### src/rtl/alu_pkg.sv
// Shared encodings for the multi-cycle ALU: operation codes, status bit
// positions, controller states and iterative-unit modes.
package alu_pkg;

  typedef enum logic [3:0] {
    OP_ADD  = 4'd0,
    OP_SUB  = 4'd1,
    OP_AND  = 4'd2,
    OP_OR   = 4'd3,
    OP_XOR  = 4'd4,
    OP_NOT  = 4'd5,
    OP_SHL  = 4'd6,
    OP_SHR  = 4'd7,
    OP_SAR  = 4'd8,
    OP_LOAD = 4'd9,
    OP_CMP  = 4'd10,
    OP_MUL  = 4'd11,
    OP_DIVU = 4'd12,
    OP_REMU = 4'd13
  } op_e;

  localparam int STATUS_W = 7;
  localparam int SB_Z  = 0;
  localparam int SB_C  = 1;
  localparam int SB_N  = 2;
  localparam int SB_EQ = 3;
  localparam int SB_GT = 4;
  localparam int SB_LT = 5;
  localparam int SB_DZ = 6;

  typedef enum logic [1:0] {
    ST_IDLE    = 2'd0,
    ST_MUL_RUN = 2'd1,
    ST_DIV_RUN = 2'd2
  } state_e;

  typedef enum logic [1:0] {
    IT_MUL  = 2'd0,
    IT_DIVU = 2'd1,
    IT_REMU = 2'd2
  } iter_mode_e;

  function automatic logic is_multi(input logic [3:0] op);
    return (op == OP_MUL) || (op == OP_DIVU) || (op == OP_REMU);
  endfunction

endpackage

### src/rtl/alu_mc_if.sv
// Issue/result bundle between the instruction decoder (master) and alu_mc (slave).
interface alu_mc_if #(
  parameter int WIDTH = 16,
  parameter int NREGS = 8
) ();
  localparam int IW = $clog2(NREGS);
  localparam int SW = $clog2(WIDTH);

  // An operation transfers on a rising edge where op_valid && op_ready; the
  // master holds its fields stable while op_valid is high and op_ready is low.
  logic                 op_valid;
  logic                 op_ready;
  logic [3:0]           op_code;
  logic [IW-1:0]        src1_idx;
  logic [IW-1:0]        src2_idx;
  logic [IW-1:0]        dst_idx;
  logic                 use_imm;
  logic [WIDTH-1:0]     imm;
  logic [SW-1:0]        shamt;
  logic [WIDTH-1:0]     dout;
  logic                 done;
  logic [6:0]           status;
  alu_pkg::state_e      dbg_state;

  modport master (
    output op_valid, op_code, src1_idx, src2_idx, dst_idx, use_imm, imm, shamt,
    input  op_ready, dout, done, status, dbg_state
  );

  modport slave (
    input  op_valid, op_code, src1_idx, src2_idx, dst_idx, use_imm, imm, shamt,
    output op_ready, dout, done, status, dbg_state
  );
endinterface

### src/rtl/alu_iter.sv
// Iterative datapath: shift-add multiply and restoring unsigned divide, one
// bit per cycle; the final step is presented combinationally on result.
module alu_iter import alu_pkg::*; #(
  parameter int WIDTH = 16
) (
  input  logic             CLK,
  input  logic             RST_N,
  input  logic             start,
  input  iter_mode_e       mode,
  input  logic [WIDTH-1:0] a,
  input  logic [WIDTH-1:0] b,
  output logic [WIDTH-1:0] result,
  output logic             hi_nz,
  output logic             dz,
  output logic             last
);
  localparam int CW = $clog2(WIDTH);

  logic             busy;
  logic [CW-1:0]    cnt;
  logic [WIDTH-1:0] hi;
  logic [WIDTH-1:0] lo;
  logic [WIDTH-1:0] m;
  iter_mode_e       mode_q;

  logic [WIDTH:0]   sum;
  logic [WIDTH+1:0] shifted;
  logic [WIDTH+1:0] diff;
  logic [WIDTH-1:0] n_hi;
  logic [WIDTH-1:0] n_lo;

  // hi/lo are the product halves for multiply, remainder/quotient for divide.
  // Divide by zero needs no special case: every trial subtract succeeds, so the
  // quotient fills with ones and the dividend shifts whole into the remainder.
  always_comb begin
    sum     = {1'b0, hi} + (lo[0] ? {1'b0, m} : '0);
    shifted = {1'b0, hi, lo[WIDTH-1]};
    diff    = shifted - {2'b00, m};
    if (mode_q == IT_MUL) begin
      n_hi = sum[WIDTH:1];
      n_lo = {sum[0], lo[WIDTH-1:1]};
    end else begin
      n_hi = diff[WIDTH+1] ? shifted[WIDTH-1:0] : diff[WIDTH-1:0];
      n_lo = {lo[WIDTH-2:0], ~diff[WIDTH+1]};
    end
  end

  assign result = (mode_q == IT_REMU) ? n_hi : n_lo;
  assign hi_nz  = |n_hi;
  assign dz     = (m == '0);
  assign last   = busy && (cnt == '0);

  always_ff @(posedge CLK or negedge RST_N) begin
    if (!RST_N) begin
      busy   <= 1'b0;
      cnt    <= '0;
      hi     <= '0;
      lo     <= '0;
      m      <= '0;
      mode_q <= IT_MUL;
    end else if (start) begin
      busy   <= 1'b1;
      cnt    <= CW'(WIDTH - 1);
      hi     <= '0;
      lo     <= (mode == IT_MUL) ? b : a;
      m      <= (mode == IT_MUL) ? a : b;
      mode_q <= mode;
    end else if (busy) begin
      hi  <= n_hi;
      lo  <= n_lo;
      cnt <= cnt - 1'b1;
      if (cnt == '0) busy <= 1'b0;
    end
  end

endmodule

### src/rtl/alu_mc.sv
// Multi-cycle ALU with integrated register file: single-cycle ops complete at
// the accept edge, MUL/DIVU/REMU run WIDTH cycles in alu_iter.
module alu_mc import alu_pkg::*; #(
  parameter int WIDTH = 16,
  parameter int NREGS = 8,
  parameter int IW    = $clog2(NREGS),
  parameter int SW    = $clog2(WIDTH)
) (
  input logic     CLK,
  input logic     RST_N,
  alu_mc_if.slave bus
);

  logic [WIDTH-1:0]    regs [NREGS];
  state_e              state;
  logic [IW-1:0]       dst_q;
  logic                done_q;
  logic [STATUS_W-1:0] status_q;

  logic             accept, multi, start;
  logic [WIDTH-1:0] op1, op2;
  logic [SW-1:0]    shamt;
  iter_mode_e       it_mode;
  logic [WIDTH-1:0] it_result;
  logic             it_hi_nz, it_dz, it_last;

  logic [WIDTH:0]   wide;
  logic [WIDTH-1:0] sc_res;
  logic             sc_c, sc_wr, sc_cmp;

  logic             wr_en;
  logic [IW-1:0]    wr_idx;
  logic [WIDTH-1:0] wr_data;

  assign bus.op_ready  = (state == ST_IDLE);
  assign bus.dout      = regs[bus.src1_idx];
  assign bus.done      = done_q;
  assign bus.status    = status_q;
  assign bus.dbg_state = state;

  assign accept = bus.op_valid && bus.op_ready;
  assign multi  = is_multi(bus.op_code);
  assign start  = accept && multi;
  assign op1    = regs[bus.src1_idx];
  assign op2    = bus.use_imm ? bus.imm : regs[bus.src2_idx];
  assign shamt  = bus.shamt;

  always_comb begin
    it_mode = IT_MUL;
    case (bus.op_code)
      OP_DIVU: it_mode = IT_DIVU;
      OP_REMU: it_mode = IT_REMU;
      default: it_mode = IT_MUL;
    endcase
  end

  alu_iter #(.WIDTH(WIDTH)) u_iter (
    .CLK    (CLK),
    .RST_N  (RST_N),
    .start  (start),
    .mode   (it_mode),
    .a      (op1),
    .b      (op2),
    .result (it_result),
    .hi_nz  (it_hi_nz),
    .dz     (it_dz),
    .last   (it_last)
  );

  // Shifts run one bit wider so the last bit shifted out lands in the spare
  // bit; a zero shift leaves the spare bit clear, giving C=0.
  always_comb begin
    wide   = '0;
    sc_res = '0;
    sc_c   = 1'b0;
    sc_wr  = 1'b0;
    sc_cmp = 1'b0;
    case (bus.op_code)
      OP_ADD: begin
        wide = {1'b0, op1} + {1'b0, op2};
        sc_res = wide[WIDTH-1:0]; sc_c = wide[WIDTH]; sc_wr = 1'b1;
      end
      OP_SUB: begin
        wide = {1'b0, op1} - {1'b0, op2};
        sc_res = wide[WIDTH-1:0]; sc_c = wide[WIDTH]; sc_wr = 1'b1;
      end
      OP_AND:  begin sc_res = op1 & op2; sc_wr = 1'b1; end
      OP_OR:   begin sc_res = op1 | op2; sc_wr = 1'b1; end
      OP_XOR:  begin sc_res = op1 ^ op2; sc_wr = 1'b1; end
      OP_NOT:  begin sc_res = ~op2;      sc_wr = 1'b1; end
      OP_SHL: begin
        wide = {1'b0, op1} << shamt;
        sc_res = wide[WIDTH-1:0]; sc_c = wide[WIDTH]; sc_wr = 1'b1;
      end
      OP_SHR: begin
        wide = {op1, 1'b0} >> shamt;
        sc_res = wide[WIDTH:1]; sc_c = wide[0]; sc_wr = 1'b1;
      end
      OP_SAR: begin
        wide = $signed({op1, 1'b0}) >>> shamt;
        sc_res = wide[WIDTH:1]; sc_c = wide[0]; sc_wr = 1'b1;
      end
      OP_LOAD: begin sc_res = op2; sc_wr = 1'b1; end
      OP_CMP:  sc_cmp = 1'b1;
      default: sc_wr = 1'b0;
    endcase
  end

  always_comb begin
    wr_en   = 1'b0;
    wr_idx  = bus.dst_idx;
    wr_data = sc_res;
    if (accept && sc_wr) begin
      wr_en = 1'b1;
    end else if ((state != ST_IDLE) && it_last) begin
      wr_en   = 1'b1;
      wr_idx  = dst_q;
      wr_data = it_result;
    end
  end

  always_ff @(posedge CLK or negedge RST_N) begin
    if (!RST_N) begin
      for (int i = 0; i < NREGS; i++) regs[i] <= '0;
    end else if (wr_en) begin
      regs[wr_idx] <= wr_data;
    end
  end

  always_ff @(posedge CLK or negedge RST_N) begin
    if (!RST_N) begin
      state    <= ST_IDLE;
      dst_q    <= '0;
      done_q   <= 1'b0;
      status_q <= '0;
    end else begin
      done_q <= 1'b0;
      case (state)
        ST_IDLE: begin
          if (accept) begin
            dst_q <= bus.dst_idx;
            if (bus.op_code == OP_MUL) begin
              state <= ST_MUL_RUN;
            end else if (multi) begin
              state <= ST_DIV_RUN;
            end else begin
              done_q <= 1'b1;
              if (sc_wr) begin
                status_q[SB_Z] <= (sc_res == '0);
                status_q[SB_C] <= sc_c;
                status_q[SB_N] <= sc_res[WIDTH-1];
              end
              if (sc_cmp) begin
                status_q[SB_EQ] <= (op1 == op2);
                status_q[SB_GT] <= (op1 > op2);
                status_q[SB_LT] <= (op1 < op2);
              end
            end
          end
        end
        ST_MUL_RUN, ST_DIV_RUN: begin
          if (it_last) begin
            state          <= ST_IDLE;
            done_q         <= 1'b1;
            status_q[SB_Z] <= (it_result == '0);
            status_q[SB_N] <= it_result[WIDTH-1];
            status_q[SB_C] <= (state == ST_MUL_RUN) ? it_hi_nz : 1'b0;
            if (state == ST_DIV_RUN) status_q[SB_DZ] <= it_dz;
          end
        end
        default: state <= ST_IDLE;
      endcase
    end
  end

endmodule

### src/flat_wrapper.sv
// flat-port wrapper written by rule: the top's interface ports become plain ports
module alu_mc_flat import alu_pkg::*;
#(
  parameter int WIDTH = 16,
  parameter int NREGS = 8,
  parameter int IW    = $clog2(NREGS),
  parameter int SW    = $clog2(WIDTH)
)
  (CLK, RST_N, bus_op_valid, bus_op_code, bus_src1_idx, bus_src2_idx, bus_dst_idx, bus_use_imm, bus_imm, bus_shamt, bus_op_ready, bus_dout, bus_done, bus_status, bus_dbg_state);
  alu_mc_if #(.WIDTH(WIDTH), .NREGS(NREGS)) bus_i ();
  input logic CLK;
  input logic RST_N;
  input wire logic [$bits(bus_i.op_valid)-1:0] bus_op_valid;
  input wire logic [$bits(bus_i.op_code)-1:0] bus_op_code;
  input wire logic [$bits(bus_i.src1_idx)-1:0] bus_src1_idx;
  input wire logic [$bits(bus_i.src2_idx)-1:0] bus_src2_idx;
  input wire logic [$bits(bus_i.dst_idx)-1:0] bus_dst_idx;
  input wire logic [$bits(bus_i.use_imm)-1:0] bus_use_imm;
  input wire logic [$bits(bus_i.imm)-1:0] bus_imm;
  input wire logic [$bits(bus_i.shamt)-1:0] bus_shamt;
  output wire logic [$bits(bus_i.op_ready)-1:0] bus_op_ready;
  output wire logic [$bits(bus_i.dout)-1:0] bus_dout;
  output wire logic [$bits(bus_i.done)-1:0] bus_done;
  output wire logic [$bits(bus_i.status)-1:0] bus_status;
  output wire logic [$bits(bus_i.dbg_state)-1:0] bus_dbg_state;
  assign bus_i.op_valid = bus_op_valid;
  assign bus_i.op_code = bus_op_code;
  assign bus_i.src1_idx = bus_src1_idx;
  assign bus_i.src2_idx = bus_src2_idx;
  assign bus_i.dst_idx = bus_dst_idx;
  assign bus_i.use_imm = bus_use_imm;
  assign bus_i.imm = bus_imm;
  assign bus_i.shamt = bus_shamt;
  assign bus_op_ready = bus_i.op_ready;
  assign bus_dout = bus_i.dout;
  assign bus_done = bus_i.done;
  assign bus_status = bus_i.status;
  assign bus_dbg_state = bus_i.dbg_state;
  alu_mc #(.WIDTH(WIDTH), .NREGS(NREGS), .IW(IW), .SW(SW)) u_core (.CLK(CLK), .RST_N(RST_N), .bus(bus_i));
endmodule
### config.mk
export PLATFORM = sky130hd
export DESIGN_NAME = alu_mc_flat
export DESIGN_NICKNAME = d
export VERILOG_FILES = /design/src/rtl/alu_pkg.sv /design/src/rtl/alu_mc_if.sv /design/src/rtl/alu_iter.sv /design/src/rtl/alu_mc.sv /design/src/flat_wrapper.sv
export SDC_FILE = /design/constraint.sdc
export NUM_CORES = 1
export LEC_CHECK = 0
export ABC_AREA = 1
export BUFFER_PORTS_ARGS = -buffer_cell sky130_fd_sc_hd__buf_2
export CORE_MARGIN = 2
export CORE_UTILIZATION = 50
export DETAILED_ROUTE_END_ITERATION = 8
export MAX_ROUTING_LAYER = met4
export PLACE_DENSITY_LB_ADDON = 0.12
export SLEW_MARGIN = 15
export SYNTH_ARGS = -nofsm -noshare
export SYNTH_HDL_FRONTEND = slang
export SYNTH_SLANG_ARGS = --single-unit
### constraint.sdc
create_clock -name CLK -period 3.11 [get_ports CLK]
set_clock_uncertainty 0.05 [all_clocks]
set_input_delay 0 -clock CLK [delete_from_list [all_inputs] [get_ports CLK]]
set_output_delay 0 -clock CLK [all_outputs]
set_load 0.03 [all_outputs]
# --- Yosys cells after proc, flatten, opt, wreduce, memory -nomap -nowiden ---
# Cells that the tools add are included.
word_totals:
  mem_bits_rw: 0
  mem_bits_ro: 0
  regBits: 196
  inputBits: 37
  output_inout_bits: 27
  elab_cells: 148
  n_memories: 0
  latch_bits: 0
op_classes:
  shift: 3
  reduce_logical: 27
  eq_ne: 23
  n_mul: 0
  n_bitwise: 10
  div: 0
  n_lt_le_gt_ge: 6
  n_addsub: 5
  mux: 54
op_table:
  columns: ["op", "n"]
  rows:
  - ["$mux W16", 19]
  - ["$pmux W16 S10", 1]
  - ["$bwmux W128", 1]
  - ["$bmux W16 S3", 2]
  - ["$demux W16 S3", 1]
  - ["$logic_not A16 Y1", 3]
  - ["$eq A4 B4 Y1 const B", 6]
  - ["$mux W3", 7]
  - ["$sub A17 B16 Y18", 1]
  - ["$add A16 B16 Y17", 1]
  - ["$add A16 B17 Y17", 1]
  - ["$shl A16 B4 Y17", 1]
  - ["$shr A17 B4 Y17", 1]
  - ["$sshr A17 B4 Y17", 1]
  - ["$sub A16 B16 Y17", 1]
  - ["$and A16 B16 Y16", 1]
  - ["$eq A16 B16 Y1", 1]
  - ["$eq A4 B3 Y1 const B", 4]
  - ["$gt A16 B16 Y1", 1]
  - ["$lt A16 B16 Y1", 1]
  - ["$not A16 Y16", 1]
  - ["$or A16 B16 Y16", 1]
  - ["$reduce_or A16 Y1", 1]
  - ["$xor A16 B16 Y16", 1]
  - ["other kinds (30)", 69]

# --- Depth between registers and ports, before layout ---
logic_depth:
  depth_word: 13
  ltp_mapped: 32
  ltp_nobuf: 30

# --- Modules after synthesis ---
# A second synthesis with hierarchy kept.
unflattened:
  cells_unflattened: 2909
  area_unflattened_um2: 17973.5
modules_own_cells:
  columns: ["mod", "n_inst", "area_each_um2", "cells_each", "seq_area_each_um2"]
  rows:
  - ["alu_mc", 1, 12594.6, 2055, 3528.4]
  - ["alu_iter", 1, 5378.9, 854, 1376.3]

# --- Worst setup path after synthesis ---
# OpenSTA, ideal clock, no wires.
synth_path:
  path_kind: "register to register"
  start: "reg u_core.regs[80] (netlist name)"
  end: "reg u_core.status_q[0], in the netlist u_core.bus.status[0]"
  path_stages_with_launch: 26
  slack_ns: -0.025
  n_path_buf: 0
  setup_time_ns: 0.065
  t_arrival_ns: 3.020
  synth_period_minus_slack_ns: 3.135
  required_ns: 2.995
  cell_sequence: "dfrtp_1 -> inv_1 -> a21oi_1 -> o21ai_0 -> nand3_1 -> nand2_1 -> inv_1 -> ha_1 -> inv_1 -> fa_1 -> inv_1 -> nand3_1 -> nand2_1 -> a31oi_1 -> o21ai_0 -> xor2_1 -> nor2_1 -> nor2_1 -> nand2_1 -> nor2_1 -> nand2_1 -> nor2_1 -> nand3_1 -> nand2_1 -> nand2_1 -> nand2_1"
synth_between:
  elab_cells_between_ends: 23
  classes_between: "add/sub: 2; shift: 3; mux: 13; bitwise: 4; reduce/logical: 1"
synth_lines:
  columns: ["item", "line_no", "text"]
  rows:
  - ["from (decl)", "alu_mc.sv:14", "logic [WIDTH-1:0] regs [NREGS];"]
  - ["from (signal, indexed assignment)", "alu_mc.sv:126", "regs[wr_idx] <= wr_data;"]
  - ["$bmux W16 S3 (*)", null, null]
  - ["$mux W16 (*) (2 in series)", null, null]
  - ["net bus_dout[0]", "flat_wrapper.sv:22", "output wire logic [$bits(bus_i.dout)-1:0] bus_dout;"]
  - ["$sub A16 B16 Y17, or another cell as far along", "alu_mc.sv:84", "wide = {1'b0, op1} - {1'b0, op2};"]
  - ["$pmux W16 S10 (*)", "alu_mc.sv:78", "case (bus.op_code)"]
  - ["$logic_not A16 Y1 (*)", "alu_mc.sv:149", "status_q[SB_Z] <= (sc_res == '0);"]
  - ["$mux W3 (*)", "alu_mc.sv:148", "if (sc_wr) begin"]
  - ["$mux W3 (*)", "alu_mc.sv:144", "end else if (multi) begin"]
  - ["$mux W3 (*)", "alu_mc.sv:142", "if (bus.op_code == OP_MUL) begin"]
  - ["$mux W3 (*)", "alu_mc.sv:140", "if (accept) begin"]
  - ["$pmux W3 S2 (*)", "alu_mc.sv:138", "case (state)"]
  - ["to (signal, indexed assignment)", "alu_mc.sv:149", null]
  - ["to (signal, indexed assignment)", "alu_mc.sv:151", "status_q[SB_N] <= sc_res[WIDTH-1];"]
  - ["to (signal, indexed assignment)", "alu_mc.sv:154", "status_q[SB_EQ] <= (op1 == op2);"]
  - ["to (decl)", "alu_mc.sv:18", "logic [STATUS_W-1:0] status_q;"]
# Mark *: on every way through the listed nets, which the timed path passes. The rest lies on a longest branch. The select of a mux whose other input is x is not followed.
# A chain may end at the register's enable or synchronous reset.

# --- Final worst setup path ---
layout_path:
  start: "reg u_core.regs[69] (netlist name)"
  end: "reg u_core.regs[30] (netlist name)"
layout_between:
  elab_chain_len: 9
  elab_cells_between_ends: 16
  classes_between: "add/sub: 2; shift: 3; mux: 11"
layout_rtl:
  columns: ["item", "line_no", "text"]
  rows:
  - ["$bmux W16 S3", "alu_mc.sv:45", "assign op2 = bus.use_imm ? bus.imm : regs[bus.src2_idx];"]
  - ["$mux W16 (implied by the code) (2 in series)", "alu_mc.sv:45", null]
  - ["$mux W16", "alu_mc.sv:45", null]
  - ["$sub A16 B16 Y17 or $add A16 B16 Y17 (tied branches)", "alu_mc.sv:84, alu_mc.sv:80", null]
  - ["$pmux W16 S10 (*)", "alu_mc.sv:78", null]
  - ["$mux W16", "alu_mc.sv:115", "end else if ((state != ST_IDLE) && it_last) begin"]
  - ["$mux W16 (*)", "alu_mc.sv:113", "if (accept && sc_wr) begin"]
  - ["$bwmux W128 (*)", "alu_mc.sv:126", null]
# Mark *: on every way between the ends. The rest lies on a longest branch, timed or not. The select of a mux whose other input is x is not followed.

==> Flow_metrics.wiki <==
{| class="wikitable"
! Metric !! Value
|-
| DP HPWL || 57600 µm
|-
| Sequential area share after synthesis || 0.278
|-
| Final Hold Viols || 0
|-
| WS Path Type || flop to flop
|-
| Vert. Die Dim || 192 µm
|-
| Delay of the slowest critical-path stage || 0.39 ns
|-
| Primary flip-flop cell chosen by synthesis mapping || sky130_fd_sc_hd__dfrtp_1
|-
| Class of the most critical hold timing path || primary input to async pin
|-
| Relative contribution of sequential cells to total power || 0.321
|-
| Clock transition time at the flip-flop clock pins of the worst setup and hold paths || 0.10 ns
|-
| Number of flops mapped to enable cells by yosys || 0
|-
| Core footprint || 34600 µm²
|-
| Total global-route track usage || 0.430
|-
| Final Slew Violations || 0
|-
| Shortest clock period the worst path allows after layout || 3.36 ns
|-
| Area grow syn2layout || 40.6%
|-
| Sinks on the clock net || 196
|-
| Maximum number of pins on one net before global-route repair || 89
|-
| Core Util, Final || 0.716
|-
| Post-Route WL || 77600 µm
|-
| IO Port Bufs || 63
|-
| Startpoint type of the worst setup path || flop
|-
| Total grt overflow || 0
|-
| Final antenna-violating net count || 0
|-
| Slowest library cell on the worst path || sky130_fd_sc_hd__dfrtp_1
|-
| Via count || 21800
|-
| Net switching power || 3040 µW
|-
| Synth warnings || 0
|-
| Clk Tree Root Cell || sky130_fd_sc_hd__clkbuf_16
|-
| Transition at the pin with the smallest max-transition slack || 0.719 ns
|-
| Cell-internal power || 4950 µW
|-
| Setup WS post-layout || -0.246 ns
|-
| I/O Pins || 64
|-
| Power share of the combinational group || 0.382
|-
| Average detailed-routed wire length per instance || 21.1 µm
|-
| Fraction of registers with async set/reset || 1.00
|-
| Maximum buffer depth of the clock tree || 2
|-
| Share of cells above drive strength 1 || 0.331
|-
| First-iteration detailed-routing DRC count || 2262
|-
| Antenna violations before repair || 0
|-
| Highest clock rate || 298 MHz
|-
| Antenna Diode Count || 0
|-
| Vias in the first global route || 20300
|-
| Placed Instance Area || 21500 µm²
|-
| Final setup viols || 96
|-
| Sw Share || 0.381
|-
| TritonCTS Buffers || 17
|-
| Leakage Power || 0.0123 µW
|-
| RSZ-0062 raised after global routing || true
|-
| Distinct cells, synth || 57
|-
| Result of the run || finished with violations
|-
| Weighted congestion reported at the end of routability-driven placement || 1.08
|-
| Critical path capture point type || flop
|-
| CTS tree || built
|-
| Sequential cell area || 4900 µm²
|-
| Vias/cell || 5.93
|-
| Cell area after layout || 24800 µm²
|-
| Post-route DRC violation count || 0
|-
| Average cell area after synthesis || 6.42 µm²
|-
| Number of maximum-capacitance violations || 0
|-
| Slew Limit Headroom || 0.519
|-
| Number of instances in the synthesized netlist || 2748
|-
| Required time worst endpoint || 3.41 ns
|-
| Cell class contributing the biggest share of worst-path delay || buffers and inverters
|-
| Bufs and invs on worst path || 9
|-
| Initial Utilization || 0.509
|-
| Post-layout total power || 7990 µW
|-
| Skew-Pair Late Insertion Delay || 0.47 ns
|-
| Number of synthesized register bits || 196
|-
| Clock group share of total power || 0.297
|-
| Final-stage net count || 3346
|-
| Worst vdd ir || 0.585 mV
|-
| Data arrival time at the worst-slack endpoint || 3.65 ns
|-
| Die area || 36800 µm²
|-
| Number of detailed-routing iterations run before antenna repair || 8
|-
| Net Count, Synth || 2878
|-
| Netlist Area Pre-Place || 17600 µm²
|-
| Critical-path maximum fanout || 8
|-
| Number of levels in the clock H-tree || 4
|-
| Global-route wire length before repair || 116000 µm
|-
| Number of filler instances in the final layout || 2824
|-
| Failing checks || setup timing
|-
| Power density over the cells || 322 nW/µm²
|-
| Number of rows created at floorplan || 68
|-
| Die width || 192 µm
|-
| Portion of the clock cycle consumed by the worst path in the final layout || 1.08
|-
| Area used by multi-input combinational logic || 12700 µm²
|}
[placed cells by master (no fill, tap or decap), types with 15 or more instances in the layout]
cell type / n
sky130_fd_sc_hd__a21oi_1: 120
sky130_fd_sc_hd__o211ai_1: 48
sky130_fd_sc_hd__buf_6: 35
sky130_fd_sc_hd__nand2_1: 693
sky130_fd_sc_hd__nor2_1: 160
sky130_fd_sc_hd__buf_4: 447
sky130_fd_sc_hd__clkbuf_16: 17
sky130_fd_sc_hd__nand2_2: 47
sky130_fd_sc_hd__xor2_1: 16
sky130_fd_sc_hd__ha_4: 21
sky130_fd_sc_hd__dfrtp_1: 196
sky130_fd_sc_hd__nand3_4: 20
sky130_fd_sc_hd__nand3_1: 249
sky130_fd_sc_hd__nor2_2: 26
sky130_fd_sc_hd__ha_1: 60
sky130_fd_sc_hd__nand2_4: 24
sky130_fd_sc_hd__o21ai_0: 133
sky130_fd_sc_hd__inv_2: 53
sky130_fd_sc_hd__nand4_1: 15
sky130_fd_sc_hd__o21ai_2: 73
sky130_fd_sc_hd__inv_1: 265
sky130_fd_sc_hd__buf_12: 31
sky130_fd_sc_hd__nand3_2: 86
sky130_fd_sc_hd__a31oi_1: 18
sky130_fd_sc_hd__a21oi_2: 38
sky130_fd_sc_hd__buf_2: 61
sky130_fd_sc_hd__o21ai_1: 88
[cell usage after synthesis, drive strengths merged, types with 15 or more instances]
master | count | area share
o21ai | 306 | 0.090
a21oi | 161 | 0.046
xor2 | 16 | 0.0079
nand3 | 355 | 0.11
inv | 326 | 0.069
ha | 89 | 0.063
nand2 | 764 | 0.16
nor2 | 195 | 0.044
o211ai | 49 | 0.021
buf | 81 | 0.030
nand4 | 15 | 0.0053
clkbuf | 52 | 0.011
dfrtp | 196 | 0.28
a31oi | 20 | 0.0071
[flip-flops by register name (all words and copies together) (netlist names)]
register              flops
u_core.u_iter.mode_q      2
u_core.u_iter.lo         16
u_core.bus.dbg_state      2
u_core.bus.status         7
u_core.u_iter.cnt         4
u_core.bus.done           1
u_core.u_iter.m          16
u_core.u_iter.hi         16
u_core.u_iter.busy        1
u_core.regs             128
u_core.dst_q              3
[layer usage]
metal | up-vias | global-route usage | routed length (µm) | part of all wire
met2 | 1254 | 0.659 | 34700 | 0.45
met1 | 10300 | 0.537 | 29800 | 0.38
met3 | 266 | 0.0915 | 8210 | 0.11
li1 | 10000 | - | - | -
met5 | - | - | 0 | 0
met4 | 0 | 0.218 | 4800 | 0.062
[power by group through the flow]
stage	registers [µW]	logic [µW]	clock network, µW
2_1_floorplan	2610	1130	0
3_3_place_gp	2610	2320	0
3_5_place_dp	2610	2320	0
4_1_cts	2560	2700	2360
5_1_grt	2560	3210	2470
6_report	2560	3050	2380
[logic make-up after synthesis]
kind of cell,share of synthesized area
and+or+nand+nor,0.332
AOI/OAI and AO/OA,0.193
buffers and inverters,0.111
DFF,0.278
adders and majority gates,0.0677
xor gates and xnor gates,0.0109
muxes,0.00717
[worst reg2reg max path: cells and delay by family (launching register included)]
family                     cells  cell delay (ns)
adders and majority gates      1             0.20
buffers and inverters          9             1.04
AOI/OAI and AO/OA              5             0.57
and+or+nand+nor               11             1.00
DFF                            1             0.39
[stage by stage]
stage	hold slack (ns)	std cells	TNS (ns)	setup slack, ns
after global placement	-0.0191	3580	-42.19	-0.541
after global routing	0.0550	3683	-26.46	-0.380
after CTS	0.0325	3656	-2.48	-0.122
after detailed placement	-0.0129	3580	-47.29	-0.618
final	0.0380	3683	-11.42	-0.246
after floorplan	-0.346	2748	0	0.0717
[path summary, 6_finish.rpt]
path / startpoint / endpoint / slack [ns] / cells past startpoint
max: u_core.regs[69] / u_core.regs[30] / -0.25 / 26
min: RST_N / u_core.u_iter.hi[10] / 0.04 / 2
max reg2reg: u_core.regs[69] / u_core.regs[30] / -0.25 / 26
min reg2reg: u_core.dst_q[2] / u_core.dst_q[2] / 0.44 / 2
max in group asynchronous: RST_N / u_core.regs[114] / 2.00 / 3
min in group CLK: bus_op_code[1] / u_core.bus.dbg_state[0] / 0.04 / 5
[cell type report]
cell class	count	area share
Multi-Input combinational cell	2088	0.512
Sequential cell	196	0.198
Timing Repair Buffer	582	0.192
Inverter	331	0.0512
Tap cell	455	0.0230
Clock buffer	17	0.0172
Clock inverter	14	0.00682
[timing repair]
item,4_1_cts,5_1_grt
hold buffers,7,0
endpoints found under the setup margin,123,131
pin swaps,89,121
buffers inserted,39,29
hold endpoints to repair,76,0
resized for setup,322,297
Power figures use the tool's default switching activity.
